File: src/rtl/hamming_serial_rx.sv
`default_nettype none
// +----------------------------------------------------------------------------+
// | Module      : hamming_serial_rx                                            |
// | Description : Serial SECDED Hamming receiver with valid/ready result port  |
// |               and saturating single/double error counters.                 |
// | Revision    : 1.0 - initial release                                        |
// +----------------------------------------------------------------------------+

package hamming_serial_rx_pkg;

    // Smallest m with 2**m >= m + k + 1.
    function automatic int calculate_m(input int k);
        int m;
        m = 1;
        while ((1 << m) < (m + k + 1)) m++;
        return m;
    endfunction

    // Codeword position of data bit d (positions that are not powers of two).
    function automatic int data_pos(input int d);
        int pos;
        int seen;
        pos  = 0;
        seen = -1;
        while (seen < d) begin
            pos++;
            if ((pos & (pos - 1)) != 0) seen++;
        end
        return pos;
    endfunction

endpackage

module hamming_serial_rx
    import hamming_serial_rx_pkg::*;
#(
    parameter  int K     = 8,
    parameter  int CNT_W = 16,
    localparam int M     = calculate_m(K),
    localparam int N     = M + K
) (
    input  logic             clk_i,
    input  logic             rst_ni,
    input  logic             ser_d_i,
    input  logic             ser_valid_i,
    input  logic             ser_sof_i,
    output logic             ser_ready_o,
    output logic [K-1:0]     q_o,
    output logic [M-1:0]     syndrome_o,
    output logic             sb_err_o,
    output logic             db_err_o,
    output logic             sb_fix_o,
    output logic             valid_o,
    input  logic             ready_i,
    output logic             abort_o,
    output logic [CNT_W-1:0] sb_cnt_o,
    output logic [CNT_W-1:0] db_cnt_o
);

    localparam int             C_CW       = $clog2(N + 1);
    localparam logic [C_CW-1:0] C_LAST    = C_CW'(N);
    localparam logic [M-1:0]    C_N_SYN   = M'(N);

    localparam logic [1:0] S_IDLE   = 2'd0;
    localparam logic [1:0] S_SHIFT  = 2'd1;
    localparam logic [1:0] S_DECODE = 2'd2;
    localparam logic [1:0] S_HOLD   = 2'd3;

    logic [1:0]       r_state;
    logic [1:0]       w_state_nxt;
    logic [N:0]       r_cw;
    logic [C_CW-1:0]  r_cnt;
    logic             r_abort;
    logic [K-1:0]     r_q;
    logic [M-1:0]     r_syn;
    logic             r_sb;
    logic             r_db;
    logic             r_fix;
    logic             r_valid;
    logic [CNT_W-1:0] r_sb_cnt;
    logic [CNT_W-1:0] r_db_cnt;

    logic             w_accept;
    logic [M-1:0]     w_syn;
    logic             w_par;
    logic             w_syn_nz;
    logic             w_syn_in;
    logic             w_sb;
    logic             w_db;
    logic             w_do_flip;
    logic [K-1:0]     w_data;

    assign ser_ready_o = (r_state == S_IDLE) || (r_state == S_SHIFT);
    assign w_accept    = ser_valid_i && ser_ready_o;

    always_ff @(posedge clk_i or negedge rst_ni) begin
        if (!rst_ni) begin
            r_state <= S_IDLE;
        end else begin
            r_state <= w_state_nxt;
        end
    end

    always_comb begin
        w_state_nxt = r_state;
        case (r_state)
            S_IDLE: begin
                if (w_accept && ser_sof_i) w_state_nxt = S_SHIFT;
            end
            S_SHIFT: begin
                if (w_accept && !ser_sof_i && (r_cnt == C_LAST)) w_state_nxt = S_DECODE;
            end
            S_DECODE: begin
                w_state_nxt = S_HOLD;
            end
            S_HOLD: begin
                if (r_valid && ready_i) w_state_nxt = S_IDLE;
            end
            default: begin
                w_state_nxt = S_IDLE;
            end
        endcase
    end

    // A SOF always restarts the frame, even in the middle of one.
    always_ff @(posedge clk_i or negedge rst_ni) begin
        if (!rst_ni) begin
            r_cw    <= '0;
            r_cnt   <= '0;
            r_abort <= 1'b0;
        end else begin
            r_abort <= (r_state == S_SHIFT) && w_accept && ser_sof_i;
            if (w_accept) begin
                if (ser_sof_i) begin
                    r_cw[0] <= ser_d_i;
                    r_cnt   <= C_CW'(1);
                end else if (r_state == S_SHIFT) begin
                    r_cw[r_cnt] <= ser_d_i;
                    r_cnt       <= r_cnt + 1'b1;
                end
            end
        end
    end

    always_comb begin
        w_syn = '0;
        for (int i = 1; i <= N; i++) begin
            if (r_cw[i]) w_syn = w_syn ^ M'(i);
        end
    end

    assign w_par     = ^r_cw;
    assign w_syn_nz  = |w_syn;
    assign w_syn_in  = (w_syn <= C_N_SYN);
    assign w_sb      = w_par && (!w_syn_nz || w_syn_in);
    assign w_db      = (!w_par && w_syn_nz) || (w_par && !w_syn_in);
    assign w_do_flip = w_par && w_syn_nz && w_syn_in;

    // Only data positions need the correction; parity-bit flips leave data untouched.
    generate
        for (genvar gd = 0; gd < K; gd++) begin : g_data
            localparam int           C_POS     = data_pos(gd);
            localparam logic [M-1:0] C_POS_SYN = M'(C_POS);
            assign w_data[gd] = r_cw[C_POS] ^ (w_do_flip && (w_syn == C_POS_SYN));
        end
    endgenerate

    always_ff @(posedge clk_i or negedge rst_ni) begin
        if (!rst_ni) begin
            r_q      <= '0;
            r_syn    <= '0;
            r_sb     <= 1'b0;
            r_db     <= 1'b0;
            r_fix    <= 1'b0;
            r_valid  <= 1'b0;
            r_sb_cnt <= '0;
            r_db_cnt <= '0;
        end else begin
            if (r_state == S_DECODE) begin
                r_q     <= w_data;
                r_syn   <= w_syn;
                r_sb    <= w_sb;
                r_db    <= w_db;
                r_fix   <= w_sb;
                r_valid <= 1'b1;
                if (w_sb && (r_sb_cnt != '1)) r_sb_cnt <= r_sb_cnt + 1'b1;
                if (w_db && (r_db_cnt != '1)) r_db_cnt <= r_db_cnt + 1'b1;
            end else if ((r_state == S_HOLD) && ready_i) begin
                r_valid <= 1'b0;
            end
        end
    end

    assign q_o        = r_q;
    assign syndrome_o = r_syn;
    assign sb_err_o   = r_sb;
    assign db_err_o   = r_db;
    assign sb_fix_o   = r_fix;
    assign valid_o    = r_valid;
    assign abort_o    = r_abort;
    assign sb_cnt_o   = r_sb_cnt;
    assign db_cnt_o   = r_db_cnt;

endmodule

`default_nettype wire

File: config.mk
export PLATFORM = sky130hd
export DESIGN_NAME = hamming_serial_rx
export DESIGN_NICKNAME = d
export VERILOG_FILES = /design/src/rtl/hamming_serial_rx.sv
export SDC_FILE = /design/constraint.sdc
export NUM_CORES = 1
export LEC_CHECK = 0
export BUFFER_PORTS_ARGS = -buffer_cell sky130_fd_sc_hd__buf_2
export CORE_ASPECT_RATIO = 0.8
export CORE_UTILIZATION = 35
export DETAILED_ROUTE_END_ITERATION = 8
export HOLD_SLACK_MARGIN = 0.02
export SYNTH_ARGS = -nofsm -noshare
export SYNTH_HDL_FRONTEND = slang
export SYNTH_SLANG_ARGS = --single-unit
File: constraint.sdc
create_clock -name clk_i -period 2.7 [get_ports clk_i]
set_input_delay 0.135 -clock clk_i [delete_from_list [all_inputs] [get_ports clk_i]]
set_output_delay 0.135 -clock clk_i [all_outputs]
set_load 0.02 [all_outputs]
==> summary.md, run 1 <==
| Metric | Value |
|---|---|
| Post-route antenna net violation count | 0 |
| Routed WL | 7710 um |
| Critical Path Source | r_cw[7] |
| Post-synth top flop | dfrtp_1 |
| Worst slew pin tran | between 0.6 and 0.7 ns |
| DRC viols | 0 |
| Area delta synth->final | 24.1% |
| Std-Cell Rows | 32 |
| Final Max Slew Viols | 0 |
| Area of the multi-input gates | between 0.0015 and 0.002 mm^2 |
| First-pass GRT wire length | around 13000 um |
| GRT Util Overall | about 15% |
| Synthesized cell area | approximately 0.0036 mm^2 |
| Clock buffer count from CTS | 9 |
| Fillcell total | roughly 970 |
| Total Power | just under 5 mW |
| Max clock buf depth | 2 |
| Complex-gate fraction of the synthesized area | 6.20% |
| CP Launch Type | register |
| Starting DRC count in detailed routing | between 100 and 150 |
| Final net count | 436 |
| CTS Sinks | 67 |
| PwrDens | 1080 mW/mm^2 |
| Reg-to-reg startpoint | r_cw[7] |
| FF+latch area | about 0.0017 mm^2 |
| CP required | 2.91 ns |
| Setup_tns | 0 ns |
| Post-synthesis adder-cell area fraction | 3.44% |
| Wire per inst | 13.8 um |
| Kind of end point of the critical path | register |
| Combinational family with the most area after synthesis | simple AND/OR/NAND/NOR gates |
| Die H | between 90 and 100 um |
| Worst Setup EP | sb_cnt_o[6] |
| Minimum clock period | approximately 2.6 ns |
| Worst relative slew slack | a little over half |
| Fin. Hold Viols | 0 |
| Core Area | a little under 0.01 mm^2 |
| Worst-path clk slew | about 0.060 ns |
| Post-synthesis xor/xnor area fraction | ~16% |
| Largest net degree at the start of global routing | 41 |
| Ports | 56 |
| R2R Path End | sb_cnt_o[6] |
| Clock Latency Late Sink | 0.33 ns |
| Flops & latches, synth | 67 |
| Worst hold path class | primary input to register |
| H-Tree Depth | 3 |
| RSZ-0062 raised after global routing | true |
| Reg-to-reg slack, setup | 0.14 ns |
| Critical path class | register to register |
| Maxcap violations | 0 |
| Die ar. | roughly 0.011 mm^2 |
| Status | finished, final reports clean |
| Via/cell ratio | approximately 5 |
| Seq/Total Area, Yosys | a little under half |
| VDD IR max | ~0.00038 V |
| Synthesized Nets | 370 |
| Netlist cell types | 44 |
| Fmax | approximately 0.39 GHz |
| Yosys warns | 0 |
| Routed vias | around 2700 |
| Vias in the first global route | approximately 2600 |
| Pre-CTS setup slack | 0.0803 ns |
| Global route overflow | 0 |
| Synthesized area per cell | about 10 um^2 |
| Initial Util | between 30% and 40% |
| Period Utilization, post-route | a little over nine tenths |
| Simple-Gate Fraction of Synth Area | between 10% and 20% |
| Mux share of post-synthesis cell area | 6.48% |
| Worst Reg2Reg Path Length in Cells | 8 |
| Final Hold Slack | between 0.08 and 0.09 ns |
| Gpl congestion | 0.800 |
| DIE WIDTH | approximately 120 um |
| Cell count after synthesis | 354 |
| Drt first pass iters | 4 |
| DP Wirelength | about 5500 um |
| Leakage power | 2.17 nW |
| Postcts setup bufs | 0 |
| # port buffers | 55 |
| Final WS setup | about 0.14 ns |
| Synth async-reset ratio | between 90% and 100% |
| Post-synth EDFFs | 0 |
| Clock root cell | clkbuf_16 |
| CTS tree | yes |
| # setup viols final | 0 |
| N_diodes | 0 |
| Final Skew | about 0.0084 ns |
| Share of layout cells above drive strength 1 | ~28% |
| Worst path arrival time | 2.77 ns |
| Initial antenna violation count | 0 |
| CP Max Fanout | 5 |
==> area by class of cell <==
class | instances | share of cell area [%]
multi-input combinational | 268 | 42.4
inverter | 7 | 0.583
clock inverter | 6 | 2.55
timing repair buffer | 67 | 8.44
clock buffer | 9 | 5.00
tap | 136 | 3.78
sequential | 67 | 37.3
==> Yosys cell counts, types with 3 or more instances <==
cell	n	share of area [%]
clkbuf_1	8	0.83
nand2_1	33	3.4
a21oi_1	11	1.5
nor3b_1	3	0.62
nor4_1	10	1.7
xor2_1	30	7.2
xnor2_1	20	4.8
ha_1	10	3.4
nor2_1	35	3.6
o21ai_0	13	1.8
nand2b_1	4	0.69
dfrtp_1	67	46
nor3_1	17	2.3
nand3_1	16	2.2
inv_1	7	0.72
nand4_1	7	1.2
nor4b_1	3	0.72
mux2_2	20	6.2
and3_1	5	0.86
==> layer usage <==
layer	global-route usage, %	part of all wire [%]
met5	0	0
met4	4.38	0.92
met3	4.21	4.4
met2	22.3	44
met1	21.5	50
==> cell families (layout without fill, tap and decap cells) <==
family,Yosys count,count (layout)
flops,67,67
xor+xnor,57,57
mux,21,21
compound gates,37,37
simple gates,143,143
fa+ha+maj,10,10
buf+inv,19,89
==> worst max-delay path, stage by stage (launching register included) <==
cell      delay (ns)
dfrtp_2         0.45
xnor2_2         0.19
buf_4           0.16
xnor3_2         0.45
nor2_4          0.16
a211oi_1        0.07
or2_1           0.29
nor4_1          0.31
mux2_2          0.37
==> metrics by stage <==
| stage | utilization [%] | cell area [um^2] | instances |
|---|---|---|---|
| floorplan | - | 3630 | 354 |
| finish | 45.8 | 4510 | 560 |
| global route | 45.8 | 4510 | 560 |
| detailed placement | 41.7 | 4110 | 544 |
| global placement | 41.7 | 4110 | 544 |
| CTS | 45.3 | 4460 | 560 |
==> report_power, final <==
| group | internal [mW] | total, mW | switching (mW) |
|---|---|---|---|
| Sequential | 1.24 | 1.45 | 0.216 |
| Combinational | 0.843 | 2.08 | 1.24 |
| Clock | 0.900 | 1.34 | 0.445 |
==> placed cells by master, fill, tap and decap left out, types with 9 or more instances in the layout <==
master     synthesis  routed
o21ai_0           13      13
clkbuf_16          0       9
ha_1              10      10
xnor2_1           20      18
xor2_1            30      30
buf_4              1      10
mux2_2            20      20
buf_2              1      55
a21oi_1           11      11
nand2_1           33      33
nor3_1            17      17
dfrtp_1           67      65
nand3_1           16      16
nor2_1            35      35
==> worst min path at each step <==
stage | startpoint | end | slack (ns) | cells after the start
2_1_floorplan | rst_ni | abort_o | -0.16 | 0
3_3_place_gp | rst_ni | db_cnt_o[15] | 0.20 | 1
3_5_place_dp | rst_ni | db_cnt_o[14] | 0.22 | 1
4_1_cts | ser_valid_i | abort_o | 0.07 | 2
5_1_grt | ser_valid_i | abort_o | 0.11 | 2
6_report | ser_valid_i | abort_o | 0.08 | 2
==> flip-flops by register name, summed over array words and instances (netlist names) <==
register / cells
db_cnt_o: 16
sb_cnt_o: 16
r_cw: 13
q_o: 8
r_cnt: 4
syndrome_o: 4
r_state: 2
abort_o: 1
db_err_o: 1
sb_fix_o: 1
valid_o: 1
==> repair_timing <==
| item | in CTS | in global routing |
|---|---|---|
| hold buffers | 1 | 0 |
| setup endpoints to repair | 0 | 13 |
| resized for setup | 0 | 10 |
| hold endpoints to repair | 27 | 0 |
(Power assumes the default switching activity.)
==> inputs of run 2 (changes only) <==
--- a/config.mk
+++ b/config.mk
@@ -5,6 +5,7 @@
 export SDC_FILE = /design/constraint.sdc
 export NUM_CORES = 1
 export LEC_CHECK = 0
+export ABC_AREA = 1
 export BUFFER_PORTS_ARGS = -buffer_cell sky130_fd_sc_hd__buf_2
 export CORE_ASPECT_RATIO = 0.8
 export CORE_UTILIZATION = 35
==> summary.md, run 2 <==
| Metric | Value |
|---|---|
| # setup viols final | 0 |
| Yosys warns | 0 |
| Synthesized cell area | between 0.004 and 0.005 mm^2 |
| Combined buffer and inverter count along the critical path | 2 |
| RSZ-0062 raised after global routing | false |
| Crit path cell chain | inv_2 > nand2_1 > nand2_1 > nand2_1 > nand2_1 > inv_2 > nand2_1 > nand2_1 > nand2_1 > nand2_4 > nand2_8 > nor2_8 > nand2_4 > nand2_1 > nand2_1 |
| Drt first pass iters | 5 |
| Largest cells by area after synthesis | dfrtp_1, nand2_1, nand3_1, nand4_1, xor2_1 |
| Max clock buf depth | 2 |
| Post-route cell area | a little over 0.005 mm^2 |
| CTS Sinks | between 60 and 70 |
| Netlist cell types | 35 |
| Clock buffer count from CTS | 9 |
| Most common library cells after synthesis | nand2_1, dfrtp_1, nand3_1, inv_1, nand4_1 |
| Global route overflow | 0 |
| Post-synth EDFFs | 0 |
| Clock root cell | clkbuf_16 |
| Seq/Total Area, Yosys | between 30 and 40% |
| Worst path depth | 15 |
| Final net count | 661 |
| Share of the synthesized area in the top cell type | between 30% and 40% |
| Kind of cell adding the most delay to the critical path | simple AND/OR/NAND/NOR gates |
| Commonest non-fill, non-tap cell in the layout | nand2_1 |
| VDD IR max | roughly 0.00053 V |
| Switch share | 49.8% |
| CP Launch Type | register |
| Flops & latches, synth | 67 |
| Via/cell ratio | about 5.0 |
| GRT Util Overall | around 18% |
| CP Max Fanout | 21 |
| Routed vias | 3981 |
| Total Power | a little over 6 mW |
| Postcts setup bufs | 0 |
| Share of layout cells above drive strength 1 | between 10% and 20% |
| Die H | about 100 um |
| Grt met3 use | between 4 and 5% |
| Met1 GRT Util | approximately a quarter |
| Sequential group share of total power | 25.7% |
| Worst path arrival time | 2.47 ns |
| Critical path class | register to register |
| Synthesized area per cell | around 7.3 um^2 |
| N_diodes | 0 |
| Gpl congestion | ~0.88 |
| # port buffers | 55 |
| Clock power share | 21.5% |
| Starting DRC count in detailed routing | between 200 and 300 |
| Most common cell in the netlist | nand2_1 |
| Reg-to-reg slack, setup | approximately 0.44 ns |
| Gr busiest metal | met2 |
| Critical-path top delay cell | dfrtp_1 |
| Yosys top cell by area | dfrtp_1 |
| R2R Path End | sb_cnt_o[2] |
| Met2 usage | about 28% |
| Ports | 56 |
| Setup_tns | 0 ns |
| Worst-path clk slew | about 0.06 ns |
| Crit path top cell by count | nand2_1 |
| Fmax | approximately 0.44 GHz |
| Routed WL | between 10000 and 15000 um |
| CTS tree | yes |
| Crit-path max cell delay | approximately 0.46 ns |
| Critical Path Source | r_cw[7] |
| Post-route antenna net violation count | 0 |
| Logic gate share of total power | 52.8% |
| Synthesized Nets | 603 |
| Switching Power | 3.00 mW |
| Area delta synth->final | 17.2% |
| Status | finished, final reports clean |
| Final Skew | about 0.0074 ns |
| Worst relative slew slack | ~48% |
| Worst Setup EP | sb_cnt_o[2] |
| Initial antenna violation count | 0 |
| Maxcap violations | 0 |
| Minimum clock period | ~2.3 ns |
| DRC viols | 0 |
| Worst Reg2Reg Path Length in Cells | 15 |
| Std-Cell Rows | 35 |
| Period Utilization, post-route | 83.5% |
| Worst Hold Path Cells | 3 |
| CP required | about 2.9 ns |
| Reg-to-reg startpoint | r_cw[7] |
| Fin. Hold Viols | 0 |
| DP Wirelength | slightly below 8000 um |
| Placed cell area | between 0.004 and 0.005 mm^2 |
| Int Pwr | a little over 3 mW |
| Die ar. | around 0.013 mm^2 |
| Initial Util | 36.7% |
| Worst hold path class | primary input to register |
| Kind of end point of the critical path | register |
| Cell count after synthesis | about 590 |
| Final Max Slew Viols | 0 |
| H-Tree Depth | 3 |
| Synth async-reset ratio | between 90% and 100% |
| Core Area | 0.0117 mm^2 |
| Worst slew pin tran | between 0.7 and 0.8 ns |
| Largest net degree at the start of global routing | 37 |
| Post-synth top flop | dfrtp_1 |
| Commonest non-fill, non-tap cells in the layout | nand2_1, dfrtp_1, nand3_1 |
| PwrDens | about 1200 mW/mm^2 |
| Vias in the first global route | around 3800 |
| Clock Latency Late Sink | roughly 0.34 ns |
| First-pass GRT wire length | roughly 19000 um |
| Leakage power | roughly 2.7 nW |
| Wire per inst | between 10 and 15 um |
| DIE WIDTH | approximately 130 um |
-- run 2: logic make-up after synthesis --
logic type | synth area share [%]
XOR/XNOR | 5.50
buffers and inverters | 6.80
flip-flops | 39.0
AND/OR/NAND/NOR | 41.8
AO/OA/AOI/OAI | 4.07
adder cells (fa/ha/maj) | 2.91
-- run 2: how the worst min path moves through the flow --
stage | from | endpoint
5_1_grt | ser_d_i | r_cw[12]
4_1_cts | ser_d_i | r_cw[12]
2_1_floorplan | rst_ni | abort_o
3_3_place_gp | rst_ni | syndrome_o[0]
3_5_place_dp | rst_ni | syndrome_o[0]
6_report | ser_d_i | r_cw[12]
-- run 2: area by class of cell --
| type | count | area (um^2) |
|---|---|---|
| Clock inverter | 4 | 72.6 |
| Multi-Input combinational cell | 457 | 2330 |
| Sequential cell | 67 | 1680 |
| Tap cell | 148 | 185 |
| Timing Repair Buffer | 61 | 335 |
| Fill cell | 1201 | 6690 |
| Inverter | 49 | 184 |
| Clock buffer | 12 | 256 |
-- run 2: timing repair --
item | CTS | global route
hold buffers | 1 | 0
gates resized for setup | 0 | 0
endpoints found under the setup margin | 0 | 0
endpoints found under the hold margin | 31 | 0
-- run 2: tightest hold or removal path, stage by stage --
cell	delay [ns]
buf_2	0.09
nand2_1	0.05
o21ai_0	0.06
-- run 2: stage by stage --
step	std cells	setup WS [ns]	util (%)	hold WS, ns
2_1_floorplan	587	0.927	-	-0.161
3_3_place_gp	781	0.543	40.1	0.264
3_5_place_dp	781	0.487	40.1	0.272
4_1_cts	798	0.463	43.0	0.0317
5_1_grt	798	0.189	43.0	0.0596
6_report	798	0.444	43.0	0.0344
-- run 2: layer usage --
metal	wire (um)	vias to the layer above
li1	-	2032
met1	5450	1856
met2	4570	81
met3	539	12
met4	129	0
met5	0	-
-- run 2: power by group through the flow --
stage	clock (mW)	combinational [mW]	sequential [mW]
floorplan	0	2.50	1.67
global placement	0	3.11	1.55
detailed placement	0	3.16	1.56
CTS	1.33	3.18	1.55
global route	1.37	3.58	1.60
finish	1.30	3.18	1.55
